### src/rtl/morse_round_ctrl.sv
// Morse round controller: player 1 keys a message into storage, player 2 re-keys it
// and every symbol and letter is scored against the stored copy as it arrives.
module morse_round_ctrl #(
    parameter int SYMS      = 5,
    parameter int DEPTH     = 16,
    parameter int ADDR_W    = 4,
    parameter int DOT_TICKS = 1
) (
    input  logic                clock,
    input  logic                reset,
    input  logic                tick,
    input  logic                key,
    input  logic                next,
    input  logic                done,
    output logic [1:0]          state,
    output logic [ADDR_W:0]     letters,
    output logic [ADDR_W-1:0]   enter_addr,
    output logic [ADDR_W-1:0]   replay_addr,
    output logic [2*SYMS-1:0]   cur_word,
    output logic [2*SYMS-1:0]   ref_word,
    output logic                sym_valid,
    output logic                sym_ok,
    output logic                letter_done,
    output logic                letter_ok,
    output logic [ADDR_W:0]     mismatches,
    output logic                full,
    output logic                pass
);
    localparam int WORD_W = 2 * SYMS;
    localparam int CNT_W  = $clog2(DOT_TICKS + 2);
    localparam int SC_W   = $clog2(SYMS + 1);

    localparam logic [CNT_W-1:0] DOT_LIM   = CNT_W'(DOT_TICKS);
    localparam logic [SC_W-1:0]  SYM_LIM   = SC_W'(SYMS);
    localparam logic [ADDR_W:0]  DEPTH_LIM = (ADDR_W + 1)'(DEPTH);
    localparam logic [1:0]       SYM_DOT   = 2'b01;
    localparam logic [1:0]       SYM_DASH  = 2'b11;

    typedef enum logic [1:0] {
        ST_IDLE   = 2'd0,
        ST_ENTER  = 2'd1,
        ST_REPLAY = 2'd2,
        ST_RESULT = 2'd3
    } state_t;

    state_t              st, st_nxt;
    logic                armed, armed_nxt;
    logic                in_press, in_press_nxt;
    logic [CNT_W-1:0]    press_cnt, press_cnt_nxt;
    logic [SC_W-1:0]     sym_cnt, sym_cnt_nxt;
    logic [WORD_W-1:0]   cur_word_nxt;
    logic [ADDR_W-1:0]   enter_addr_nxt, replay_addr_nxt;
    logic [ADDR_W:0]     letters_nxt, mismatches_nxt, answered;
    logic                full_nxt, pass_nxt;
    logic                sym_valid_nxt, sym_ok_nxt, letter_done_nxt, letter_ok_nxt;

    logic                emit, has_sym, word_match, mem_we;
    logic [1:0]          sym, ref_sym;
    logic [WORD_W-1:0]   word_app;
    logic [SC_W-1:0]     cnt_app;

    logic [WORD_W-1:0]   mem [DEPTH];

    assign state    = st;
    assign ref_word = mem[replay_addr];

    // NOTE: every variable gets a default at the top of always_comb so no path can infer a latch.
    always_comb begin
        st_nxt          = st;
        armed_nxt       = armed;
        in_press_nxt    = in_press;
        press_cnt_nxt   = press_cnt;
        enter_addr_nxt  = enter_addr;
        replay_addr_nxt = replay_addr;
        letters_nxt     = letters;
        mismatches_nxt  = mismatches;
        full_nxt        = full;
        sym_valid_nxt   = 1'b0;
        sym_ok_nxt      = 1'b0;
        letter_done_nxt = 1'b0;
        letter_ok_nxt   = 1'b0;
        mem_we          = 1'b0;
        emit            = 1'b0;
        sym             = SYM_DOT;
        ref_sym         = 2'b00;
        word_app        = cur_word;
        cnt_app         = sym_cnt;
        answered        = {1'b0, replay_addr};

        // Only presses that begin while armed in a keying phase are timed.
        if (key) begin
            if (in_press) begin
                if (tick && press_cnt <= DOT_LIM)
                    press_cnt_nxt = press_cnt + 1'b1;
            end else if (armed && (st == ST_ENTER || st == ST_REPLAY)) begin
                in_press_nxt  = 1'b1;
                press_cnt_nxt = CNT_W'(tick);
            end
        end else begin
            armed_nxt     = 1'b1;
            in_press_nxt  = 1'b0;
            press_cnt_nxt = '0;
            emit          = in_press;
            sym           = (press_cnt <= DOT_LIM) ? SYM_DOT : SYM_DASH;
        end

        // A released symbol is appended before any commit sampled on the same edge.
        for (int i = 0; i < SYMS; i++) begin
            if (sym_cnt == SC_W'(i)) begin
                ref_sym = ref_word[2*i +: 2];
                if (emit)
                    word_app[2*i +: 2] = sym;
            end
        end
        if (emit && sym_cnt < SYM_LIM) begin
            cnt_app       = sym_cnt + 1'b1;
            sym_valid_nxt = 1'b1;
            sym_ok_nxt    = (st == ST_REPLAY) && (sym == ref_sym);
        end
        cur_word_nxt = word_app;
        sym_cnt_nxt  = cnt_app;
        has_sym      = (cnt_app != '0);
        word_match   = (word_app == ref_word);

        unique case (st)
            ST_IDLE: begin
                if (done)
                    st_nxt = ST_ENTER;
            end
            ST_ENTER: begin
                if ((next || done) && has_sym && !full) begin
                    mem_we         = 1'b1;
                    enter_addr_nxt = enter_addr + 1'b1;
                    letters_nxt    = letters + 1'b1;
                    full_nxt       = (letters_nxt == DEPTH_LIM);
                    cur_word_nxt   = '0;
                    sym_cnt_nxt    = '0;
                end
                if (done && letters_nxt != '0)
                    st_nxt = ST_REPLAY;
            end
            ST_REPLAY: begin
                if ((next || done) && has_sym) begin
                    letter_done_nxt = 1'b1;
                    letter_ok_nxt   = word_match;
                    mismatches_nxt  = mismatches + {{ADDR_W{1'b0}}, !word_match};
                    replay_addr_nxt = replay_addr + 1'b1;
                    answered        = {1'b0, replay_addr} + 1'b1;
                    cur_word_nxt    = '0;
                    sym_cnt_nxt     = '0;
                    if (answered == letters)
                        st_nxt = ST_RESULT;
                end
                // Giving up early scores every unanswered letter as wrong.
                if (done) begin
                    mismatches_nxt = mismatches_nxt + (letters - answered);
                    st_nxt         = ST_RESULT;
                end
            end
            ST_RESULT: begin
                if (done) begin
                    st_nxt          = ST_IDLE;
                    enter_addr_nxt  = '0;
                    replay_addr_nxt = '0;
                    letters_nxt     = '0;
                    mismatches_nxt  = '0;
                    full_nxt        = 1'b0;
                end
            end
            default: st_nxt = ST_IDLE;
        endcase

        // Any phase change disarms the key and empties the builder.
        if (st_nxt != st) begin
            armed_nxt     = 1'b0;
            in_press_nxt  = 1'b0;
            press_cnt_nxt = '0;
            cur_word_nxt  = '0;
            sym_cnt_nxt   = '0;
        end

        pass_nxt = (st_nxt == ST_RESULT) && (mismatches_nxt == '0);
    end

    // NOTE: sequential state uses non-blocking assignments so every register samples pre-edge values.
    always_ff @(posedge clock) begin
        if (reset) begin
            st          <= ST_IDLE;
            armed       <= 1'b0;
            in_press    <= 1'b0;
            press_cnt   <= '0;
            sym_cnt     <= '0;
            cur_word    <= '0;
            enter_addr  <= '0;
            replay_addr <= '0;
            letters     <= '0;
            mismatches  <= '0;
            full        <= 1'b0;
            pass        <= 1'b0;
            sym_valid   <= 1'b0;
            sym_ok      <= 1'b0;
            letter_done <= 1'b0;
            letter_ok   <= 1'b0;
        end else begin
            st          <= st_nxt;
            armed       <= armed_nxt;
            in_press    <= in_press_nxt;
            press_cnt   <= press_cnt_nxt;
            sym_cnt     <= sym_cnt_nxt;
            cur_word    <= cur_word_nxt;
            enter_addr  <= enter_addr_nxt;
            replay_addr <= replay_addr_nxt;
            letters     <= letters_nxt;
            mismatches  <= mismatches_nxt;
            full        <= full_nxt;
            pass        <= pass_nxt;
            sym_valid   <= sym_valid_nxt;
            sym_ok      <= sym_ok_nxt;
            letter_done <= letter_done_nxt;
            letter_ok   <= letter_ok_nxt;
        end
    end

    // NOTE: message storage is deliberately left out of reset so it can map onto plain RAM.
    always_ff @(posedge clock) begin
        if (mem_we)
            mem[enter_addr] <= word_app;
    end

endmodule

### config.mk
export PLATFORM = sky130hd
export DESIGN_NAME = morse_round_ctrl
export DESIGN_NICKNAME = d
export VERILOG_FILES = /design/src/rtl/morse_round_ctrl.sv
export SDC_FILE = /design/constraint.sdc
export NUM_CORES = 1
export LEC_CHECK = 0
export ABC_AREA = 1
export CORE_ASPECT_RATIO = 1.1
export CORE_MARGIN = 4
export CORE_UTILIZATION = 45
export CTS_BUF_LIST = sky130_fd_sc_hd__clkbuf_8
export CTS_CLUSTER_DIAMETER = 200
export DETAILED_ROUTE_END_ITERATION = 10
export GPL_ROUTABILITY_DRIVEN = 0
export SYNTH_ARGS = -nofsm -noshare
export SYNTH_HDL_FRONTEND = slang
export SYNTH_SLANG_ARGS = --single-unit
export TNS_END_PERCENT = 30
### constraint.sdc
create_clock -name clock -period 7.2 [get_ports clock]
set_clock_uncertainty 0.15 [all_clocks]
set_input_delay 1.44 -clock clock [delete_from_list [all_inputs] [get_ports clock]]
set_output_delay 1.44 -clock clock [all_outputs]
set_load 0.02 [all_outputs]
==> results.md, run 1 <==
Status:
- The run finished with clean final reports.

Drt:
- The total met2 wirelength after detailed routing is 11.8 mm.
- In this run the top signal layer used is met4.
- The detailed router put a total of just over 10 mm of wire on met1.
- The ratio of routed vias to standard cells is 5.21.
- The post-detailed-route DRC marker count is 0.
- The met3 wire length is roughly 990 µm.
- Wires add up to between 20 and 25 mm.
- Dividing the detail-routed wire length by the instance count gives 17.6 µm.
- The total number of vias is between 6k and 7k.
- The length of the first detailed-routing pass in iterations is 5.
- In this run the remaining antenna-violating nets after routing total 0.
- For this block, the initial DRC count from the detailed router was 414.

GRT:
- The number of global-route vias before repair is 6814.
- The pin count of the biggest net entering global routing is 67.
- The combined global-route utilization of all metal layers is 0.194.
- The total grt overflow is 0.
- The number of antenna violations at the first check in global routing is 0.
- The global-route wire length before repair is ~37 mm.

Clock tree:
- The number of sinks on the clock net is about 210.
- The H-tree was split into 2 levels.
- The total clock buffers created by CTS is 36.
- The buffer type at the clock tree root is sky130_fd_sc_hd__clkbuf_8.
- The clock edge transition at the registers on the reported setup and hold paths is about 60 ps.
- In this run the deepest clock path goes through 3 buffers.
- TritonCTS built the clock tree.
- The number of gates resized after cts is 0.
- The clock latency on the worst-skew pair is 510 ps.
- The number of buffers inserted by post-CTS setup repair is 0.
- The count of hold buffers inserted by post-cts repair is 0.

STA:
- The worst pin sits at a relative slew slack of 0.186.
- The final hold violation count is 0.
- Setup violations remaining at the end of the flow were counted as 0.
- The maximum clock rate is 163 MHz.
- The share of the clock period used by the worst path is 0.851.
- The max-slew violation count is 0.
- The setup TNS after final layout is 0 ps.
- For the pin with the worst max-slew slack, the measured transition is approximately 1200 ps.
- Setup repair after global routing left no endpoint under its margin.
- After layout, the worst setup slack is about 1100 ps.
- Subtracting the final worst setup slack from the clock period gives 6130 ps.

Placement:
- The pre-CTS setup slack is between 500 and 600 ps.
- Input and output buffers added on the ports amount to 51.
- The HPWL reported at the end of detailed placement is approximately 16 mm.

Synth:
- The xor and xnor area share after synthesis is 0.0219.
- A synthesized cell averages about 10 µm².
- Of the total synthesized cell area, the portion taken by AND, OR, NAND and NOR gates is 0.141.
- The area fraction in compound gates after synthesis came to 0.117.
- The largest total area in the synthesized netlist belongs to sky130_fd_sc_hd__edfxtp_1.
- The warning count from the yosys run is 0.
- The number of distinct library cell variants in the gate-level netlist after synthesis is 44.
- The post-synth design cell area is approximately 10000 µm².
- The fraction of the yosys area taken by sequential cells is 0.575.
- Of the total synthesized cell area, the portion taken by full adders, half adders and majority gates is 0.0381.
- The total of flip-flops plus latches after synthesis is 207.
- After synthesis, the largest family of logic cells by area is simple AND/OR/NAND/NOR gates.
- In the post-synthesis netlist, the biggest area contributors are sky130_fd_sc_hd__edfxtp_1, sky130_fd_sc_hd__dfxtp_1, sky130_fd_sc_hd__inv_1.
- Counting every net in the synthesized netlist gives about 990.
- The share of synthesized area in the top cell type comes to 0.481.
- Measured against the total synthesized area, the mux share comes to 0.0403.
- Synthesis handed over a netlist of ~960 instances.

Power and ir drop:
- The internal power is between 2 and 2.5 mW.
- In this run the static leakage power is 4.33 nW.
- The share of total power dissipated in combinational logic is 0.381.
- The portion of total power attributed to the clock network is 0.255.
- The analysis attributes to net switching a power of about 1.5 mW.
- Of the total power, the share spent switching nets is 0.388.
- The total power per unit cell area is 336 nW/µm².
- The share of total power dissipated in sequential elements is 0.364.
- The worst vdd rail ir drop is 0.190 mV.

Final layout:
- The top cell types in the final layout, fill and taps aside, are sky130_fd_sc_hd__edfxtp_1, sky130_fd_sc_hd__inv_1, sky130_fd_sc_hd__nand2_1.
- In the final layout, the share of cells above drive strength 1 is 0.0937.
- Relative to the synthesized area, the layout overhead comes to 14.6%.
- The number of diodes added for antenna fixing is 0.
- Fill cells in the final layout number 1962.
- The sequential cells in the finished layout cover a total of around 5700 µm².
- The footprint of the multi-input gates is approximately 3600 µm².
- The most common cell after layout, fill and taps aside is sky130_fd_sc_hd__edfxtp_1.
- The number of nets in the layout is approximately 1.1k.

Floorplanning:
- From left edge to right edge, the die measures between 150 and 200 µm.
- The floorplan step defined a core boundary enclosing about 22000 µm².
- The overall die height is around 160 µm.
- For this configuration, the core starts out at a cell density of 0.463.
- The placement row count is 56.
- The floorplan step defined a die boundary enclosing about 25000 µm².
- The I/O pin total is 52.

Critical path:
- The maximum fanout along the worst path is 6.
- The worst setup path is captured at a flop.
- The category of the worst setup path launch point is a primary input.
- The worst setup path category is in2reg.
- STA puts the critical path data required time at ~7500 ps.
- At the worst endpoint, the arrival time is 6380 ps.

Job:
- Across the run, the number of max-cap violations was 0.

Worst hold path:
- The worst min-delay path category is reg2reg.
[routing by layer]
layer  vias to the layer above  track usage
li1                       3463            -
met1                      3317        0.252
met2                       150        0.342
met3                        32       0.0326
met4                         0       0.0462
met5                         -            0
[metrics by stage]
step / hold WS (ps) / instances / util / instance area, µm² / power (mW)
2_1_floorplan: 325 / 959 / - / 9990 / 2.42
6_report: 365 / 1336 / 0.530 / 11400 / 3.85
3_3_place_gp: 349 / 1271 / 0.500 / 10800 / 2.89
3_5_place_dp: 352 / 1271 / 0.500 / 10800 / 2.89
5_1_grt: 382 / 1336 / 0.530 / 11400 / 4.10
4_1_cts: 361 / 1336 / 0.530 / 11400 / 3.88
[synthesized netlist by cell type, drive strengths merged]
master / instances
nor4: 1
a211oi: 4
xor2: 19
mux2: 2
xnor2: 6
a31oi: 1
or2: 7
o32ai: 3
edfxtp: 160
a2bb2oi: 2
a22oi: 1
o21bai: 1
nand2: 108
mux2i: 38
fa: 4
o22ai: 1
buf: 21
nor3: 5
a21oi: 76
o211a: 2
nand3: 74
clkinv: 3
clkbuf: 23
dfxtp: 47
inv: 120
nor2: 85
o21ai: 71
nand4: 11
o31ai: 10
ha: 24
o211ai: 29
[state kept, by name, summed over array words and instances (netlist names), named ones only]
signal,flops
sym_ok,1
pass,1
sym_valid,1
letter_ok,1
in_press,1
letters,5
enter_addr,4
mem,160
armed,1
letter_done,1
replay_addr,4
state,2
sym_cnt,3
cur_word,10
mismatches,5
press_cnt,2
full,1
[power groups by stage]
stage | Combinational [mW] | Sequential (mW) | Clock, mW
2_1_floorplan | 1.03 | 1.39 | 0
3_3_place_gp | 1.46 | 1.43 | 0
3_5_place_dp | 1.47 | 1.42 | 0
4_1_cts | 1.48 | 1.40 | 1.01
5_1_grt | 1.62 | 1.41 | 1.08
6_report | 1.46 | 1.40 | 0.983
[layout make-up]
class,instances,share of cell area
clock inverters,28,0.0131
clock buffers,37,0.0445
repair buffers,66,0.0555
multi-input cells,585,0.312
flip-flops and latches,207,0.502
inverters,123,0.0403
well taps,290,0.0317
[logic make-up after synthesis]
| kind of cell | after synthesis |
|---|---|
| XOR/XNOR | 25 |
| flip-flops | 207 |
| AO/OA/AOI/OAI | 201 |
| buffers and inverters | 167 |
| adder cells (fa/ha/maj) | 28 |
| multiplexers | 40 |
| AND/OR/NAND/NOR | 291 |
[critical path, stage by stage]
cell	delay, ps
sky130_fd_sc_hd__clkdlybuf4s50_1	520
sky130_fd_sc_hd__nor2_8	200
sky130_fd_sc_hd__inv_2	80
sky130_fd_sc_hd__nor2_1	200
sky130_fd_sc_hd__inv_1	50
sky130_fd_sc_hd__o21ai_0	350
sky130_fd_sc_hd__inv_1	110
sky130_fd_sc_hd__nor2_1	120
sky130_fd_sc_hd__o21ai_0	100
sky130_fd_sc_hd__nor3_1	220
sky130_fd_sc_hd__nand2_1	150
sky130_fd_sc_hd__ha_1	230
sky130_fd_sc_hd__ha_1	270
sky130_fd_sc_hd__nand2_1	60
sky130_fd_sc_hd__o21ai_1	90
sky130_fd_sc_hd__fa_1	540
sky130_fd_sc_hd__inv_1	70
sky130_fd_sc_hd__fa_1	460
sky130_fd_sc_hd__o21ai_0	240
sky130_fd_sc_hd__xor2_1	110
sky130_fd_sc_hd__or2_2	310
sky130_fd_sc_hd__nand4_1	90
sky130_fd_sc_hd__nand2_1	50
sky130_fd_sc_hd__o21ai_0	150
sky130_fd_sc_hd__inv_1	70
sky130_fd_sc_hd__nand2_1	60
sky130_fd_sc_hd__nor3_1	40
[path summary, 6_finish.rpt]
check	cells after the start	slack (ps)	to	start
worst max-delay path	27	1070	pass	key
worst min-delay path	2	370	armed	armed
worst max register to register	27	1560	pass	flop
worst min register to register	2	370	armed	armed
Power figures use the tool's default switching activity.
==> run 2, diff against run 1 <==
CELL_PAD_IN_SITES_DETAIL_PLACEMENT = 1   (was not set)
CELL_PAD_IN_SITES_GLOBAL_PLACEMENT = 1   (was not set)
PLACE_DENSITY_LB_ADDON = 0.1   (was not set)
REMOVE_ABC_BUFFERS = 1   (was not set)
==> run 2 against run 1 <==
Count of clock-buffer cells in the layout unchanged. Core utilization about the same. Critical endpoint unchanged. Sequential power increased by 4%. Via count increased by 3.4%. Highest routed layer unchanged. Die area unchanged. Wire length increased by 15%. Fmax decreased by 3.5%. Non-clock buffer count decreased by 1. Worst hold slack got worse by 5.6 ps. First-iteration DRC count decreased by 4.6%. Setup slack got worse by 220 ps.
==> results.md, run 2 (same netlist as run 1, synthesis figures left out) <==
Status:
- The flow ran to the end, and the final reports show no timing, DRC or antenna violations.

Placement:
- Summing all placed instances gives a cell area of 10800 µm².
- The count of buffers inserted at the top-level ports is 51.
- The HPWL reported at the end of detailed placement is approximately 18 mm.

Clock tree:
- The number of buffers inserted by post-CTS setup repair is 0.
- In this run the deepest clock path goes through 3 buffers.
- The buffer type at the clock tree root is sky130_fd_sc_hd__clkbuf_8.
- Clock-pin slew was measured on the worst setup and hold paths at approximately 60 ps.
- The clock reaches the later pin of the worst-skew pair after 520 ps.
- For this design, the sink count on the clock tree is between 200 and 250.
- Hold repair after CTS inserted 0 buffers.
- The number of gates resized after CTS was 0.
- TritonCTS built the clock tree.
- CTS built an H-tree with a depth of 2.
- TritonCTS created 35 clock buffers.

Drt:
- The routed wire length is 27.1 mm.
- The wire length per cell is 20.4 µm.
- The length of the first detailed-routing pass in iterations is 4.
- The iteration-0 DRC count of the detailed router is between 300 and 400.
- Summing over every cut layer, the via total after detailed routing is 7202.
- Dividing the detail-routed via count by the number of cells gives between 5 and 6.
- The post-detailed-route DRC marker count is 0.
- The count of antenna-violating nets left after detailed routing is 0.

Critical path:
- The flop-to-flop setup slack is ~1300 ps.
- The maximum cell stage delay along the critical path is between 500 and 600 ps.
- STA classifies the critical path startpoint as a primary input.
- The data required time of the critical path is between 7000 and 8000 ps.
- The critical path's slowest cell is sky130_fd_sc_hd__clkdlybuf4s50_1.
- The worst setup path is captured at a flop.
- By startpoint and endpoint, the worst setup path is classified as in2reg.
- The capture instance of the worst register-to-register path is pass.
- Measured in cells, the most critical reg-to-reg path has a length of 24.
- The critical path buffer and inverter count is 6.
- The cell family contributing the most delay on the critical path is adder cells.
- In this run the worst path has a maximum fanout of 18.
- The arrival time of the worst setup path is about 6600 ps.

Job:
- Max-cap violations in this run came to 0.

Final layout:
- The ratio of cells with drive above 1 in the final layout is 0.0960.
- The finished layout cell area is 11400 µm².
- The top cell types in the final layout, fill and taps aside, are sky130_fd_sc_hd__edfxtp_1, sky130_fd_sc_hd__inv_1, sky130_fd_sc_hd__nand2_1.
- The register with the most flip-flops is mem.
- The number of flip-flops in the largest register is 160.
- The layout has between 2k and 2.5k filler cells.
- The largest registers in the layout are mem x160, cur_word x10.
- The library cell used most frequently in the layout, excluding fill and tap cells, is sky130_fd_sc_hd__edfxtp_1.
- From synthesis to final layout, the design area changed by 14.6%.
- The number of antenna diodes in the final layout is 0.
- The number of nets in the layout is approximately 1.1k.

Worst hold path:
- The worst hold path depth is 2.
- The worst hold path belongs to the class reg2reg.
- The terminating pin of the worst hold path is armed.
- The startpoint identified for the worst hold timing path is armed.

STA:
- The max-slew violation count is 0.
- The worst path needs ~6300 ps of the cycle, external delays included.
- Of the available clock period, the critical path in the final layout requires 0.882.
- Setup violations remaining at the end of the flow were counted as 0.
- Setup total negative slack on the finished layout was measured at 0 ps.
- Measured against its own limit, the worst slew margin works out to 0.217.
- The final hold violation count is 0.
- The maximum clock rate is around 160 MHz.
- The worst-margin pin slew is 1170 ps.
- Setup repair after global routing left no endpoint under its margin.

Floorplanning:
- Measured along the y axis, the die boundary spans roughly 160 µm.
- The placement row count is 56.
- The full die area is around 25000 µm².
- The core box area is about 22000 µm².
- In this run the count of I/O pins placed on the die edge is between 50 and 60.
- The width of the chip is between 150 and 200 µm.
- The effective utilization at floorplan is 0.463.

GRT:
- The number of antenna violations at the first check in global routing is 0.
- After global routing the overflow that remains totals 0.
- The global-route wire length before repair is 42.5 mm.
- The combined global-route utilization of all metal layers is 0.224.
- The number of global-route vias before repair is between 7k and 8k.
- Entering global routing, the biggest net connects 75 pins.

Power and ir drop:
- VDD sags by at most around 0.28 mV.
- The total power per unit cell area is roughly 340 nW/µm².
- For this design the static power due to leakage is roughly 4.3 nW.
-- run 2: cell count changes in the layout (fill, tap and decap cells not counted) --
| cell | change |
|---|---|
| sky130_fd_sc_hd__buf_4 | -1 |
| sky130_fd_sc_hd__bufinv_16 | +1 |
| sky130_fd_sc_hd__clkinv_1 | +1 |
| sky130_fd_sc_hd__clkinv_2 | +4 |
| sky130_fd_sc_hd__clkinv_4 | -1 |
| sky130_fd_sc_hd__clkinvlp_4 | -1 |
| sky130_fd_sc_hd__inv_1 | -7 |
-- run 2: worst max path at each step --
stage | slack [ps] | startpoint | to | cells past startpoint
floorplan | 430 | flop | pass | 24
detailed placement | 320 | key | pass | 27
global placement | 510 | key | pass | 27
CTS | 860 | key | pass | 26
global route | 420 | key | pass | 26
finish | 850 | key | pass | 27
-- run 2: report_power, final --
group          internal (mW)  switching (mW)
registers               1.31           0.141
clock network          0.550           0.475
logic                  0.519           0.935
total                   2.38            1.55
-- run 2: layout make-up --
| class | count | area (µm²) | area share |
|---|---|---|---|
| Sequential cell | 207 | 5750 | 0.502 |
| Clock inverter | 25 | 161 | 0.0141 |
| Clock buffer | 37 | 509 | 0.0445 |
| Inverter | 123 | 462 | 0.0403 |
| Tap cell | 290 | 363 | 0.0317 |
| Multi-Input combinational cell | 585 | 3570 | 0.312 |
| Timing Repair Buffer | 65 | 628 | 0.0549 |
-- run 2: routing by layer --
metal,global-route usage,part of all wire
met1,0.292,0.44
met4,0.0570,0.020
met3,0.0334,0.039
met5,0,0
met2,0.394,0.50
-- run 2: worst min-delay path, stage by stage, from the launching register on --
cell and delay [ps]:
sky130_fd_sc_hd__dfxtp_1 320, sky130_fd_sc_hd__nor2_1 100, sky130_fd_sc_hd__nor2_1 50
-- run 2: through the flow --
stage                     total power [mW]  utilization  setup slack (ps)  instances  hold slack [ps]
after floorplan                       2.38            -               435        915              325
after global placement                2.91        0.499               510       1270              353
after detailed placement              2.93        0.499               315       1270              354
after CTS                             3.97        0.530               857       1332              362
after global routing                  4.17        0.530               418       1332              426
final                                 3.93        0.530               851       1332              360
==> run 3, diff against run 2 <==
CORE_UTILIZATION = 35   (was 45)
==> run 3 against run 2 <==
Fmax is 4.3% higher. Final cell count rose by 6.4%. Global-route usage decreased by 4.0 points. Clock power is 5% higher. Core utilization down 11 points. Die area grew 27%. Total power up 1.8%. Wire length rose by 3.9%. Critical endpoint unchanged. Largest cell class unchanged. Largest power group is now combinational cells.
==> results.md, run 3 (same netlist as run 1, synthesis figures left out) <==
Drt:
- The length of the first detailed-routing pass in iterations is 4.
- Across all layers, the routed design uses between 7k and 8k vias.
- The post-detailed-route DRC marker count is 0.
- The iteration-0 DRC count of the detailed router is 431.
- The wire length per cell is 19.9 µm.
- The count of antenna-violating nets left after detailed routing is 0.
- The ratio of routed vias to standard cells is approximately 5.1.
- The routed wire length is 28.2 mm.

Placement:
- Counting tap cells, the placed design contains a total of about 1.3k instances.
- Summed over all nets, the half-perimeter wirelength after detailed placement is between 15 and 20 mm.
- The count of buffers inserted at the top-level ports is approximately 50.
- Once placement finished, the instance area stood at ~11000 µm².

STA:
- The number of setup violations in the final report is 0.
- For the pin with the worst max-slew slack, the measured transition is 1210 ps.
- The final hold violation count is 0.
- The max-slew violation count is 0.
- The shortest clock period the worst path allows after layout is between 6000 and 7000 ps.
- In the final timing run, aggregate negative setup slack is 0 ps.
- The worst pin sits at a relative slew slack of 0.193.
- Setup repair after global routing left no endpoint under its margin.
- The maximum clock rate is roughly 160 MHz.
- The share of the clock period used by the worst path is 0.846.

Critical path:
- The worst register-to-register path has a depth of 25.
- The cell family with the largest share of critical-path delay is adder cells.
- The most critical setup path has its startpoint at key.
- The critical path's slowest cell is sky130_fd_sc_hd__fa_1.
- Walking the worst path, the cells encountered are clkdlybuf4s50_1 -> nor2_8 -> inv_2 -> nor2_1 -> nor2_1 -> inv_1 -> xor2_1 -> nor3_1 -> nand2_1 -> ha_1 -> ha_1 -> nand2_1 -> o21ai_1 -> fa_1 -> inv_1 -> fa_1 -> o21ai_0 -> xor2_1 -> or2_2 -> a31oi_1 -> o21ai_0 -> inv_1 -> nand2_1 -> nor3_1.
- The maximum fanout along the worst path is 18.
- Counting buffers and inverters, the worst setup path is 24 cells deep.
- STA puts the critical path data arrival time at between 6000 and 7000 ps.
- The worst setup path is captured at a flop.
- The critical path contains buffers and inverters numbering 5 combined.
- The category of the worst setup path launch point is a primary input.
- The data required time of the critical path is ~7500 ps.
- The worst setup path category is in2reg.
- On the worst path, the slowest cell contributes a delay of about 540 ps.

Floorplanning:
- The I/O pin total is 52.
- Measured along the y axis, the die boundary spans 185 µm.
- The floorplan step defined a core boundary enclosing 27900 µm².
- The effective utilization at floorplan is 0.357.
- The width of the chip is between 150 and 200 µm.
- The die covers approximately 31000 µm².
- Row generation in the floorplan step produced 64 rows.

Power and ir drop:
- For this design the static power due to leakage is 4.38 nW.
- Dividing total power by cell area gives a power density of 345 nW/µm².
- The worst vdd rail ir drop is 0.319 mV.

GRT:
- The number of global-route vias before repair is between 7k and 8k.
- The number of antenna violations at the first check in global routing came to 0.
- Entering global routing, the biggest net connects 67 pins.
- After global routing the overflow that remains totals 0.
- The combined global-route utilization of all metal layers is 0.184.
- The first global-routing pass estimated between 40 and 50 mm of wire.

Final layout:
- The ratio of cells with drive above 1 in the final layout is 0.105.
- The signed area change from the synthesized netlist to the final layout is 16.3%.
- The register with the most flip-flops is mem.
- The largest registers in the layout are mem x160, cur_word x10.
- With fillers left out, the area of the finished cells amounts to ~12000 µm².
- Leaving out fill and tap cells, the most frequent cell in the layout is sky130_fd_sc_hd__edfxtp_1.
- The final layout contains about 1.1k nets.
- The number of flip-flops in the largest register is 160.
- The final design utilization is 0.416.
- The final cell count without fillers is around 1.4k.
- Leaving out fill and tap cells, the most frequent cells in the layout are sky130_fd_sc_hd__edfxtp_1, sky130_fd_sc_hd__inv_1, sky130_fd_sc_hd__nand2_1.
- The count of filler cells inserted in the layout is 3160.
- The number of diodes added for antenna fixing is 0.

Status:
- The flow ran to the end, and the final reports show no timing, DRC or antenna violations.

Clock tree:
- The CTS H-tree depth is 2.
- The clock net in this run drives a total of 207 sinks.
- Post-CTS timing repair inserted 0 buffers for setup.
- Buffers inserted during clock tree synthesis total 38.
- The buffer type at the clock tree root is sky130_fd_sc_hd__clkbuf_8.
- The clock latency on the worst-skew pair is approximately 540 ps.
- TritonCTS built the clock tree.
- The maximum buffer depth of the clock tree is 3.
- The number of gates resized after cts is 0.
- The clock edge transition at the registers on the reported setup and hold paths is 60 ps.
- The count of hold buffers inserted by post-cts repair is 0.

Job:
- Max-cap violations in this run came to 0.

Worst hold path:
- The launch instance of the worst min-delay path is armed.
- The path class of the tightest hold or removal check is reg2reg.
- The worst hold path depth is 2.
==> run 3: cell count changes in the layout (fill, tap and decap cells not counted) <==
cell | previous run | this run
sky130_fd_sc_hd__buf_4 | 13 | 18
sky130_fd_sc_hd__clkbuf_8 | 37 | 40
sky130_fd_sc_hd__inv_1 | 124 | 126
sky130_fd_sc_hd__bufinv_16 | 2 | 1
sky130_fd_sc_hd__clkinv_1 | 12 | 11
sky130_fd_sc_hd__clkinv_2 | 5 | 6
sky130_fd_sc_hd__clkinv_4 | 0 | 1
sky130_fd_sc_hd__clkinvlp_4 | 1 | 2
sky130_fd_sc_hd__inv_6 | 1 | 2
==> run 3: final cells by class <==
class / count / area [µm²] / area share
clock inverters: 29 / 165 / 0.0142
multi-input cells: 585 / 3570 / 0.308
clock buffers: 40 / 551 / 0.0474
well taps: 363 / 454 / 0.0391
inverters: 123 / 462 / 0.0397
repair buffers: 70 / 666 / 0.0573
flip-flops and latches: 207 / 5750 / 0.495
==> run 3: final timing paths <==
kind            to  slack, ps
max reg2reg   pass       1490
min reg2reg  armed        360
min          armed        360
max           pass       1110
==> run 3: routing by layer <==
layer | routed length (µm) | global-route usage
met1 | 12600 | 0.236
met2 | 14100 | 0.326
met3 | 954 | 0.0312
met4 | 512 | 0.0448
met5 | 0 | 0
==> run 3: metrics by stage <==
stage               total power [mW]  setup slack (ps)  hold WS (ps)
floorplan                       2.38               435           325
global placement                2.97               711           357
detailed placement              2.98               587           364
CTS                             4.06              1140           372
global route                    4.26               707           388
finish                          4.00              1110           364
==> run 3: tightest hold or removal path, stage by stage (launching register included) <==
cell and delay, ps:
sky130_fd_sc_hd__dfxtp_1 320, sky130_fd_sc_hd__nor2_1 100, sky130_fd_sc_hd__nor2_1 50
==> run 3: where the power goes <==
group | switching, mW | internal (mW) | leakage (nW) | total (mW)
Combinational | 0.987 | 0.530 | 2.10 | 1.52
Clock | 0.509 | 0.558 | 0.403 | 1.07
Sequential | 0.109 | 1.31 | 1.87 | 1.42
Total | 1.60 | 2.40 | 4.38 | 4.00
==> RTL edit (config.mk and constraints of run 2) <==
Register the input `key` before use. The logic sees it one clock later. The other inputs are not delayed to match.
--- a/src/rtl/morse_round_ctrl.sv
+++ b/src/rtl/morse_round_ctrl.sv
@@ -44,4 +44,10 @@
     } state_t;
 
+    logic key_q;
+
+    always_ff @(posedge clock) begin
+        key_q <= key;
+    end
+
     state_t              st, st_nxt;
     logic                armed, armed_nxt;
@@ -89,5 +95,5 @@
 
         // Only presses that begin while armed in a keying phase are timed.
-        if (key) begin
+        if (key_q) begin
             if (in_press) begin
                 if (tick && press_cnt <= DOT_LIM)
Check against the original RTL: not equivalent (Yosys sat finds a counterexample within 10 cycles, from zero or initial values and one cycle with reset high).
==> RTL edit against run 2 <==
Worst setup slack improved by 0.54 ns; final area grew 1.1%; synthesized area rose by 0.20%; wire length is 2.4% higher; total power is 2.0% higher; critical path type is now reg2reg; hold slack improved by 0.0072 ns; global-route usage grew 0.44 points; sequential cell count increased by 1.
==> RTL edit: results <==
group,metric,value,unit
run_status,status,"completed",
grt,grt_pass1_vias,7521,
route,vias,7299,
run,cap_violations,0,
route,dr.max_layer_used,"met4",
worst_setup_path,reg2reg_slack,1.39,ns
worst_setup_path,rr_worst_depth,23,
power,p_leak,4.32,nW
route,dr_wl_met3,1.33,mm
logic_synthesis,syn_avg_cell_area,10.4,sq um
route,wl_per_cell,20.8,um
sta,timing.final.crit_share,0.807,
route,drt-met1-wl,12.1,mm
min_path,worstHoldStart,"armed",
place,dpl.hpwl,18.5,mm
grt,use_met1,0.302,
place,post_dp_cell_area,10800,sq um
route,drt-initial-drc-count,497,
route,firstDrtPassIters,4,
grt,met3_usage,0.0425,
grt,grt_pass1_wl,43.2,mm
grt,grt_max_degree,53,
logic_synthesis,synthTopCellsByArea,"edfxtp_1 (48%), dfxtp_1 (9.6%), inv_1 (4.4%)",
cells_and_area,drive_gt1_frac,0.102,
clock_network,cts_resized,0,
cells_and_area,fillCellCount,2430,
cells_and_area,layout.nets,1053,
sta,fin_hold_ws,0.367,ns
sta,worstMarginPinSlew,1.29,ns
grt,grt_util_met2,0.391,
logic_synthesis,synth_cell_type_count,44,
route,wl_met2,13.9,mm
grt,grt_use_total,0.229,
route,via_per_inst,5.46,
clock_network,cts_made_buffers,36,
power,peakVddDrop,325,uV
logic_synthesis,ys_seq_area_frac,0.576,
power,power_density,347,nW/um^2
-- RTL edit: cell types whose count changed after synthesis, sizes merged --
| cell | change |
|---|---|
| dfxtp | +1 |
-- RTL edit: final cells by class --
cell class	count	share of cell area
flip-flops and latches	208	0.499
multi-input cells	585	0.309
repair buffers	65	0.0554
clock buffers	42	0.0500
inverters	123	0.0399
well taps	290	0.0314
clock inverters	23	0.0157
-- RTL edit: worst max-delay path by stage --
stage                     startpoint  endpoint  depth (start not counted)
after floorplan                 flop      pass                         24
after global placement          flop      pass                         24
after detailed placement        flop      pass                         24
after CTS                       flop      pass                         23
after global routing      sym_cnt[1]      pass                         28
final                           flop      pass                         23
-- RTL edit: worst max-delay path: stages, from the launching register on --
cell      delay (ns)
dfxtp_4         0.67
buf_4           0.47
mux2_2          0.40
o21ai_0         0.17
o211ai_1        0.16
nand2_1         0.26
xor2_1          0.11
nor3_1          0.25
nand2_1         0.17
ha_1            0.24
ha_1            0.28
nand2_1         0.06
o21ai_1         0.09
fa_1            0.53
inv_1           0.07
fa_1            0.47
o21ai_0         0.23
xor2_1          0.11
or2_2           0.32
a31oi_1         0.13
o21ai_0         0.11
inv_1           0.08
nand2_1         0.05
nor3_1          0.14
-- RTL edit: kinds of logic (layout without fill, tap and decap cells) --
group,count (synthesis),in the layout,share of synthesized area
xor gates and xnor gates,25,25,0.0219
muxes,40,40,0.0403
buffers and inverters,167,253,0.0668
adders and majority gates,28,28,0.0380
AOI/OAI and AO/OA,201,201,0.116
and+or+nand+nor,291,291,0.141
DFF,208,208,0.576
-- RTL edit: report_power, final --
part           internal, mW  total [mW]  switching (mW)
registers              1.32        1.41          0.0955
logic                 0.505        1.46           0.956
clock network         0.643        1.13           0.492
total                  2.47        4.01            1.54
